==> src/rtl/reg_scoreboard_pkg.sv <==
// reg_scoreboard_pkg: register-ID width, register count and pending-counter width
// shared by the scoreboard, hazard/forwarding logic and pipeline registers.
package reg_scoreboard_pkg;
    localparam int REG_W    = 4;
    localparam int NUM_REGS = 2**REG_W;
    localparam int CNT_W    = 2;
    typedef logic [REG_W-1:0] reg_id_t;
endpackage

==> src/rtl/reg_scoreboard_if.sv <==
// reg_scoreboard_if: ID-stage issue, WB-stage retire and stall/status signals.
interface reg_scoreboard_if;
    import reg_scoreboard_pkg::*;
    reg_id_t               src1;
    reg_id_t               src2;
    logic                  use_src1;
    logic                  Two_src;
    logic                  id_valid;
    logic                  freeze;
    reg_id_t               issue_dest;
    logic                  issue_WB_EN;
    logic                  wb_valid;
    reg_id_t               wb_dest;
    logic                  wb_WB_EN;
    logic                  hazard_detected;
    logic                  issue_fire;
    logic [NUM_REGS-1:0]   pending_mask;
    logic                  sb_error;
    modport master (
        output src1, src2, use_src1, Two_src, id_valid, freeze, issue_dest, issue_WB_EN,
               wb_valid, wb_dest, wb_WB_EN,
        input  hazard_detected, issue_fire, pending_mask, sb_error
    );
    modport slave (
        input  src1, src2, use_src1, Two_src, id_valid, freeze, issue_dest, issue_WB_EN,
               wb_valid, wb_dest, wb_WB_EN,
        output hazard_detected, issue_fire, pending_mask, sb_error
    );
endinterface

==> src/rtl/reg_scoreboard_sb_counter.sv <==
// sb_counter: per-register saturating up/down count of in-flight writes;
// an overflowing or underflowing step holds the count and is flagged.
module sb_counter
    import reg_scoreboard_pkg::*;
#(
    parameter int W = CNT_W
) (
    input  logic clk,
    input  logic rst,
    input  logic i_inc,
    input  logic i_dec,
    output logic o_nonzero,
    output logic o_multi,
    output logic o_ovf,
    output logic o_unf
);
    logic [W-1:0] r_cnt;
    always_comb begin
        o_nonzero = |r_cnt;
        o_multi   = r_cnt > W'(1);
        o_ovf     = i_inc && !i_dec && (&r_cnt);
        o_unf     = i_dec && !i_inc && !(|r_cnt);
    end
    always_ff @(posedge clk or posedge rst) begin
        if (rst)
            r_cnt <= '0;
        else if (i_inc && !i_dec && !o_ovf)
            r_cnt <= r_cnt + W'(1);
        else if (i_dec && !i_inc && !o_unf)
            r_cnt <= r_cnt - W'(1);
    end
endmodule

==> src/rtl/reg_scoreboard.sv <==
// reg_scoreboard: tracks pending register writes from ID issue to WB retire and
// stalls ID while any read source still has a write in flight.
module reg_scoreboard
    import reg_scoreboard_pkg::*;
#(
    parameter int RETIRE_BYPASS = 0
) (
    input  logic              clk,
    input  logic              rst,
    reg_scoreboard_if.slave   sb
);
    logic                w_issue;
    logic                w_retire;
    logic [NUM_REGS-1:0] w_inc;
    logic [NUM_REGS-1:0] w_dec;
    logic [NUM_REGS-1:0] w_nz;
    logic [NUM_REGS-1:0] w_multi;
    logic [NUM_REGS-1:0] w_ovf;
    logic [NUM_REGS-1:0] w_unf;
    logic [NUM_REGS-1:0] w_eff;
    logic                r_err;
    genvar g;
    generate
        for (g = 0; g < NUM_REGS; g++) begin : g_cnt
            assign w_inc[g] = w_issue && (sb.issue_dest == reg_id_t'(g));
            assign w_dec[g] = w_retire && (sb.wb_dest == reg_id_t'(g));
            // with bypass, a retiring count of exactly one no longer blocks
            assign w_eff[g] = (RETIRE_BYPASS != 0 && w_dec[g]) ? w_multi[g] : w_nz[g];
            sb_counter #(.W(CNT_W)) u_cnt (
                .clk      (clk),
                .rst      (rst),
                .i_inc    (w_inc[g]),
                .i_dec    (w_dec[g]),
                .o_nonzero(w_nz[g]),
                .o_multi  (w_multi[g]),
                .o_ovf    (w_ovf[g]),
                .o_unf    (w_unf[g])
            );
        end
    endgenerate
    always_comb begin
        sb.hazard_detected = sb.id_valid &&
            ((sb.use_src1 && w_eff[sb.src1]) || (sb.Two_src && w_eff[sb.src2]));
        sb.issue_fire      = sb.id_valid && !sb.freeze && !sb.hazard_detected;
        w_issue            = sb.issue_fire && sb.issue_WB_EN;
        w_retire           = sb.wb_valid && sb.wb_WB_EN;
        sb.pending_mask    = w_nz;
        sb.sb_error        = r_err;
    end
    always_ff @(posedge clk or posedge rst) begin
        if (rst)
            r_err <= 1'b0;
        else if (|(w_ovf | w_unf))
            r_err <= 1'b1;
    end
endmodule

==> src/flat_wrapper.sv <==
// flat-port wrapper written by rule: the top's interface ports become plain ports
module reg_scoreboard_flat import reg_scoreboard_pkg::*;
#(
    parameter int RETIRE_BYPASS = 0
)
  (clk, rst, sb_src1, sb_src2, sb_use_src1, sb_Two_src, sb_id_valid, sb_freeze, sb_issue_dest, sb_issue_WB_EN, sb_wb_valid, sb_wb_dest, sb_wb_WB_EN, sb_hazard_detected, sb_issue_fire, sb_pending_mask, sb_sb_error);
  reg_scoreboard_if sb_i ();
  input  logic clk;
  input  logic rst;
  input wire logic [$bits(sb_i.src1)-1:0] sb_src1;
  input wire logic [$bits(sb_i.src2)-1:0] sb_src2;
  input wire logic [$bits(sb_i.use_src1)-1:0] sb_use_src1;
  input wire logic [$bits(sb_i.Two_src)-1:0] sb_Two_src;
  input wire logic [$bits(sb_i.id_valid)-1:0] sb_id_valid;
  input wire logic [$bits(sb_i.freeze)-1:0] sb_freeze;
  input wire logic [$bits(sb_i.issue_dest)-1:0] sb_issue_dest;
  input wire logic [$bits(sb_i.issue_WB_EN)-1:0] sb_issue_WB_EN;
  input wire logic [$bits(sb_i.wb_valid)-1:0] sb_wb_valid;
  input wire logic [$bits(sb_i.wb_dest)-1:0] sb_wb_dest;
  input wire logic [$bits(sb_i.wb_WB_EN)-1:0] sb_wb_WB_EN;
  output wire logic [$bits(sb_i.hazard_detected)-1:0] sb_hazard_detected;
  output wire logic [$bits(sb_i.issue_fire)-1:0] sb_issue_fire;
  output wire logic [$bits(sb_i.pending_mask)-1:0] sb_pending_mask;
  output wire logic [$bits(sb_i.sb_error)-1:0] sb_sb_error;
  assign sb_i.src1 = sb_src1;
  assign sb_i.src2 = sb_src2;
  assign sb_i.use_src1 = sb_use_src1;
  assign sb_i.Two_src = sb_Two_src;
  assign sb_i.id_valid = sb_id_valid;
  assign sb_i.freeze = sb_freeze;
  assign sb_i.issue_dest = sb_issue_dest;
  assign sb_i.issue_WB_EN = sb_issue_WB_EN;
  assign sb_i.wb_valid = sb_wb_valid;
  assign sb_i.wb_dest = sb_wb_dest;
  assign sb_i.wb_WB_EN = sb_wb_WB_EN;
  assign sb_hazard_detected = sb_i.hazard_detected;
  assign sb_issue_fire = sb_i.issue_fire;
  assign sb_pending_mask = sb_i.pending_mask;
  assign sb_sb_error = sb_i.sb_error;
  reg_scoreboard #(.RETIRE_BYPASS(RETIRE_BYPASS)) u_core (.clk(clk), .rst(rst), .sb(sb_i));
endmodule
==> config.mk <==
export PLATFORM = sky130hd
export DESIGN_NAME = reg_scoreboard_flat
export DESIGN_NICKNAME = d
export VERILOG_FILES = /design/src/rtl/reg_scoreboard_pkg.sv /design/src/rtl/reg_scoreboard_if.sv /design/src/rtl/reg_scoreboard_sb_counter.sv /design/src/rtl/reg_scoreboard.sv /design/src/flat_wrapper.sv
export SDC_FILE = /design/constraint.sdc
export NUM_CORES = 1
export LEC_CHECK = 0
export BUFFER_PORTS_ARGS = -buffer_cell sky130_fd_sc_hd__buf_4
export CORE_ASPECT_RATIO = 1.1
export CORE_MARGIN = 4
export CORE_UTILIZATION = 45
export CTS_CLUSTER_DIAMETER = 50
export DETAILED_ROUTE_END_ITERATION = 8
export PLACE_DENSITY = 0.68
export SLEW_MARGIN = 20
export SYNTH_ARGS = -nofsm -noshare
export SYNTH_HDL_FRONTEND = slang
export SYNTH_SLANG_ARGS = --single-unit
==> constraint.sdc <==
create_clock -name clk -period 3.45 [get_ports clk]
set_input_delay 0.1725 -clock clk [delete_from_list [all_inputs] [get_ports clk]]
set_output_delay 0.1725 -clock clk [all_outputs]
set_load 0.01 [all_outputs]
Yosys cells after proc, flatten, opt, wreduce, memory -nomap -nowiden
Cells that the tools add are included.

Equality and inequality tests: 30. Divide/modulo/power cells: 0. Bitwise logic cells: 1. Shifts and indexed selects: 0. Mux-type cells: 36. Reduce and logical (&&, ||, !) cells: 269. Magnitude comparators: 2. Add/sub/neg operators: 32. Multiply operators: 0.

Operators by type and width (count): $logic_and 1x1->1 (135); $logic_not 1->1 (82); $eq 4x4->1 const B (16); $mux 2 (32); $add 2x1->2 const B (16); $eq 4x3->1 const B (8); $reduce_and 2->1 (16); $reduce_bool 2->1 (16); $reduce_or 2->1 (16); $sub 2x1->2 const B (16); $eq 4x2->1 const B (4); $or 16x16->16 (1); $reduce_or 16->1 (1); $lt 4x5->1 const B (2); $bmux 1 s4 (2); $eq 4x1->1 const B (2); $logic_not 4->1 (2); $mux 1 (2); $logic_or 1x1->1 (1).

Bits in read-only memories: 0. Input port bits: 25. Register bits: 33. Output and inout port bits: 19. Memories: 0. Latch bits: 0. Memory bits (writable): 0.

Longest topological paths before layout
Word-level depth: 17. Depth in mapped cells: 12. Gate-level depth less buffers: 10.

Hierarchy
A second synthesis with hierarchy kept.

Cells, all modules: 484. Area, all modules: 3761.1 µm².

Modules (own cells, without submodules): sb_counter (cells each 23, area an instance 186.4 µm², sequential area each 50.0 µm², times used 16); reg_scoreboard (cells each 116, area an instance 778.2 µm², sequential area each 25.0 µm², times used 1).

Worst setup path after synthesis
Ideal clock, no wire load.

Kind: flip-flop to flip-flop. Start: register u_core.g_cnt[14].u_cnt.r_cnt[0]. End: register u_core.r_err, in the netlist u_core.sb.sb_error. Arrival: 2.840 ns. Setup slack: 0.465 ns. Clock period less this slack: 2.985 ns. Cell stages (with the launch flop): 11. Cell sequence: dfrtp_1 > or2_4 > mux4_2 > a2111o_1 > o211ai_2 > and2_1 > buf_6 > a311oi_1 > or4b_1 > nor4b_2 > nand4_1.

Word-level cells in the longest chain between the ends: 15. Elaborated cells on any way between the ends: 112. Those cells by class: mux: 4; bitwise: 1; reduce/logical: 107.

RTL lines: start: declaration (RTL line reg_scoreboard_sb_counter.sv:17) `logic [W-1:0] r_cnt;`; start signal: assignment (RTL line reg_scoreboard_sb_counter.sv:28) `r_cnt <= r_cnt + W'(1);`; start signal: assignment (RTL line reg_scoreboard_sb_counter.sv:30) `r_cnt <= r_cnt - W'(1);`; $reduce_or 2->1 (*) (RTL line reg_scoreboard_sb_counter.sv:19) `o_nonzero = |r_cnt;`; via u_core.g_cnt[14].u_cnt.o_nonzero (RTL line reg_scoreboard_sb_counter.sv:12) `output logic o_nonzero,`; $bmux 1 s4 (RTL line reg_scoreboard.sv:43) `((sb.use_src1 && w_eff[sb.src1]) || (sb.Two_src && w_eff[sb.src2]));`; $mux 1 (not written as such) (RTL line reg_scoreboard.sv:43); $logic_and 1x1->1 (RTL line reg_scoreboard.sv:43); $logic_or 1x1->1 (RTL line reg_scoreboard.sv:43); $logic_and 1x1->1 (RTL line reg_scoreboard.sv:42) `sb.hazard_detected = sb.id_valid &&`; $logic_not 1->1 (RTL line reg_scoreboard.sv:44) `sb.issue_fire = sb.id_valid && !sb.freeze && !sb.hazard_detected;`; $logic_and 1x1->1 (RTL line reg_scoreboard.sv:44); $logic_and 1x1->1 (RTL line reg_scoreboard.sv:45) `w_issue = sb.issue_fire && sb.issue_WB_EN;`; $logic_and 1x1->1 (RTL line reg_scoreboard.sv:25) `assign w_inc[g] = w_issue && (sb.issue_dest == reg_id_t'(g));`; $logic_not 1->1 (RTL line reg_scoreboard_sb_counter.sv:22) `o_unf = i_dec && !i_inc && !(|r_cnt);`; $logic_and 1x1->1 (2 in a row) (RTL line reg_scoreboard_sb_counter.sv:22); $or 16x16->16 (*) (RTL line reg_scoreboard.sv:53) `else if (|(w_ovf | w_unf))`; $reduce_or 16->1 (*) (RTL line reg_scoreboard.sv:53); end signal: assignment (RTL line reg_scoreboard.sv:52) `r_err <= 1'b0;`; end signal: assignment (RTL line reg_scoreboard.sv:54) `r_err <= 1'b1;`; end: declaration (RTL line reg_scoreboard.sv:21) `logic r_err;`.

Mark *: on every way through the listed nets, which the timed path passes. The rest lies on a longest branch. The select of a mux whose other input is x is not followed. A chain may end at the register's enable or synchronous reset.

Final worst setup path
Start: register u_core.g_cnt[10].u_cnt.r_cnt[1]. End: register u_core.r_err, in the netlist u_core.sb.sb_error.

Word-level cells in the longest chain between the ends: 15. Elaborated cells on any way between the ends: 112. Those cells by class: mux: 4; bitwise: 1; reduce/logical: 107.

RTL lines (RTL line): start: declaration (reg_scoreboard_sb_counter.sv:17); start signal: assignment (reg_scoreboard_sb_counter.sv:28); start signal: assignment (reg_scoreboard_sb_counter.sv:30); $reduce_or 2->1 (reg_scoreboard_sb_counter.sv:19, reg_scoreboard_sb_counter.sv:22); $bmux 1 s4 (reg_scoreboard.sv:43); $mux 1 (not written as such) (reg_scoreboard.sv:43); $logic_and 1x1->1 (reg_scoreboard.sv:43); $logic_or 1x1->1 (reg_scoreboard.sv:43); $logic_and 1x1->1 (reg_scoreboard.sv:42); $logic_not 1->1 (reg_scoreboard.sv:44); $logic_and 1x1->1 (reg_scoreboard.sv:44); $logic_and 1x1->1 (reg_scoreboard.sv:45); $logic_and 1x1->1 (reg_scoreboard.sv:25); $logic_not 1->1 (reg_scoreboard_sb_counter.sv:22); $logic_and 1x1->1 (2 in a row) (reg_scoreboard_sb_counter.sv:22); $or 16x16->16 (*) (reg_scoreboard.sv:53); $reduce_or 16->1 (*) (reg_scoreboard.sv:53).

Every way passes the cells marked *; elsewhere a longest branch is shown, timed or not. The select of a mux whose other input is x is not followed.

==> metrics.cfg <==
[outcome]
status=complete, no violations

[power]
p_leak_uw=0.001503
peakVddDrop_v=0.0002664
power_uw=1393
power_density_nw_per_um2=405.2

[synth]
synth_fa_ha_area_share_pct=0
synth_cells=392
synth_top_family_by_area=simple AND/OR/NAND/NOR gates
async_reset_ff_share_pct=100.0
synth_warnings=0
synth-compound-area-share_pct=24.59
avgSynthCellArea_sq_um=7.593
synth.distinct_cells=58
syn-num-nets=417
dominantRegCellSynth=dfrtp_1
synthXorXnorAreaFrac_pct=0.8827
yosys_register_bits=33
synth_edf_count=0
synthMuxAreaShare_pct=6.221
synthSimpleGateAreaFrac_pct=31.15
syn_area_sq_um=2977
synth-seq-area-share_pct=27.74

[die]
core_sq_um=6306
row_count=30
die_height_microns=93.30
io_pins=44
die_x_microns=85.55
initial_core_util_pct=47.20
dieArea_sq_um=7981

[setup_path]
r2r_setup_slack_ns=0.19
setup.worst_path.class=reg2reg
required_ns=3.68
worst-path-max-fanout=9
arrival_ns=3.49
startpoint_type=flip-flop
cp-end-kind=flip-flop

[sta]
slew-limit-headroom_pct=47.96
final-setup-viol-count=0
final.setup.tns_ns=0
period_needed_ns=3.258
setup_slack_ns=0.1920
worstMarginPinSlew_ns=0.7777
timing.final.crit_share_pct=94.43
fin_skew_ns=0.01184
final_hold_viol_count=0
final_max_slew_viol_count=0
fmax_mhz=306.9

[clock_tree]
clk_latency_ns=0.29
clkTransAtPathRegs_ns=0.08
root_buffer=clkbuf_8
cts_setup_buffers=0
h-tree-depth=2
cts_tree=done
clockBufferDepth=2
cts-buffers-inserted=5
cts.sinks=33

[placed_design]
dpl.hpwl_microns=7136
dp_slack_ns=0.1261
gp_congestion=1.001
port_buffers=43

[layout]
fin_nets=450
antenna_cells=0
area_delta_synth_final_pct=15.47
drive_gt1_share_pct=19.72
regArea_sq_um=825.8
fillCellCount=614
multi_input_area_sq_um=1878

[run]
drv_cap=0

[global_route]
grt_start_max_net_pins=34
grt_usage_pct=23.35
grt_pass1_vias=2925
antenna_found_initial=0
grt_first_pass_wirelength_microns=14690
gr-total-overflow=0

[route]
routed_wl_microns=9134
wl_per_cell_microns=18.05
antenna_left=0
drt_iter0_markers=287
viasPerCell=6.314
num_vias=3195
drt_pass1_iterations=7
route.detailed.drc=0

[worst_hold_path]
holdCritPathClass=in2reg

[cell type report]
class | instances | share of cell area (%)
repair buffers | 59 | 12.96
inverters | 23 | 2.512
multi-input cells | 303 | 54.64
clock inverters | 1 | 0.1456
flip-flops and latches | 33 | 24.03
well taps | 80 | 2.912
clock buffers | 7 | 2.803
[kinds of logic (layout without fill, tap and decap cells)]
kind of cell	after synthesis	after routing
buf+inv	56	90
xor+xnor	3	3
compound gates	110	110
mux	12	12
simple gates	178	178
flops	33	33
[report_power, final]
part / internal [uW] / total [uW] / leakage [uW] / switching (uW)
sequential: 455 / 555 / 0.000412 / 99.8
combinational: 243 / 503 / 0.00104 / 260
clock: 181 / 335 / 0.0000542 / 154
total: 879 / 1390 / 0.00150 / 514
[worst max-delay path, cell delays in order, from the launching register on]
cell and delay (ns):
dfrtp_1 0.44, or2_1 0.29, mux4_2 0.46, a2111o_1 0.43, o211ai_2 0.10, nand2_2 0.19, a2111oi_0 0.60, buf_4 0.23
and3_1 0.16, a2111oi_1 0.05, buf_4 0.17, nand4_1 0.07
[path summary, 6_finish.rpt]
path / startpoint / end / cells past startpoint
setup reg to reg: u_core.g_cnt[10].u_cnt.r_cnt[1] / u_core.sb.sb_error / 11
min in group asynchronous: rst / u_core.g_cnt[10].u_cnt.r_cnt[0] / 4
hold reg to reg: u_core.g_cnt[6].u_cnt.r_cnt[1] / u_core.g_cnt[6].u_cnt.r_cnt[1] / 2
max in group asynchronous: rst / u_core.g_cnt[6].u_cnt.r_cnt[1] / 4
hold / removal: sb_wb_dest[0] / u_core.g_cnt[1].u_cnt.r_cnt[1] / 4
setup / recovery: u_core.g_cnt[10].u_cnt.r_cnt[1] / u_core.sb.sb_error / 11
[cell usage in the layout (no fill, tap or decap), types with 3 or more instances in the layout]
master    Yosys  routed
nand4_1      10      10
nor2_1       43      43
a211oi_1      8       8
buf_4        16      58
nand2_1      34      34
nor3b_1       4       4
a21oi_1      24      24
a221oi_1      3       3
or2_1         5       5
nand3b_1      3       3
a31oi_1       4       4
nand3_1      15      15
dfrtp_1      33      33
clkbuf_8      0       7
a211o_1       6       6
inv_1        23      23
a221o_1       3       3
nand4b_1      4       4
mux4_2        5       5
a21o_1        8       8
or3_1         6       6
and3_1        7       7
o21ai_0      31      30
and4_1        3       3
nor3_1       24      24
o31ai_1       4       3
nand2b_1      3       3
mux2i_1       5       5
[Yosys cell counts (4+ instances only)]
cell type  count  area (sq um)
buf_4         16         120.1
nor3_1        24         120.1
a21o_1         8         60.06
clkbuf_1      14         52.55
nand2_1       34         127.6
nor2_1        43         161.4
dfrtp_1       33         825.8
and3_1         7         43.79
o31ai_1        4         30.03
a211oi_1       8         60.06
a211o_1        6         52.55
a31oi_1        4         25.02
or3_1          6         37.54
nor3b_1        4         30.03
or2_1          5         31.28
mux2i_1        5         50.05
inv_1         23         86.33
nand3_1       15         75.07
a21oi_1       24         120.1
o21ai_0       31         155.2
nand4_1       10         62.56
nand4b_1       4         35.03
mux4_2         5         112.6
[sequential cells by signal, indices dropped and copies added (netlist names)]
register and cells:
u_core.sb.sb_error 1, u_core.g_cnt.u_cnt.r_cnt 32
[per-stage QoR]
stage	hold WS [ns]	std cells	cell area [sq um]	util, %
2_1_floorplan	0.3014	392	2977	-
3_3_place_gp	0.2977	497	3318	52.62
3_5_place_dp	0.3073	497	3318	52.62
4_1_cts	0.4102	506	3430	54.38
5_1_grt	0.4386	506	3437	54.50
6_report	0.4077	506	3437	54.50
[metal layers]
layer  global-route usage (%)  routed length [microns]  share of wire, %
met1                    30.80                     3780                41
met3                    5.903                      802               8.8
met4                    9.235                      347               3.8
met5                        0                        0                 0
met2                    36.53                     4203                46
[what timing repair did]
| item | 4_1_cts | 5_1_grt |
|---|---|---|
| hold buffers | 1 | 0 |
| endpoints found under the setup margin | 0 | 3 |
| hold endpoints to repair | 18 | 0 |
| gates resized for setup | 0 | 4 |
No activity file was read; power rests on OpenSTA's default activity.
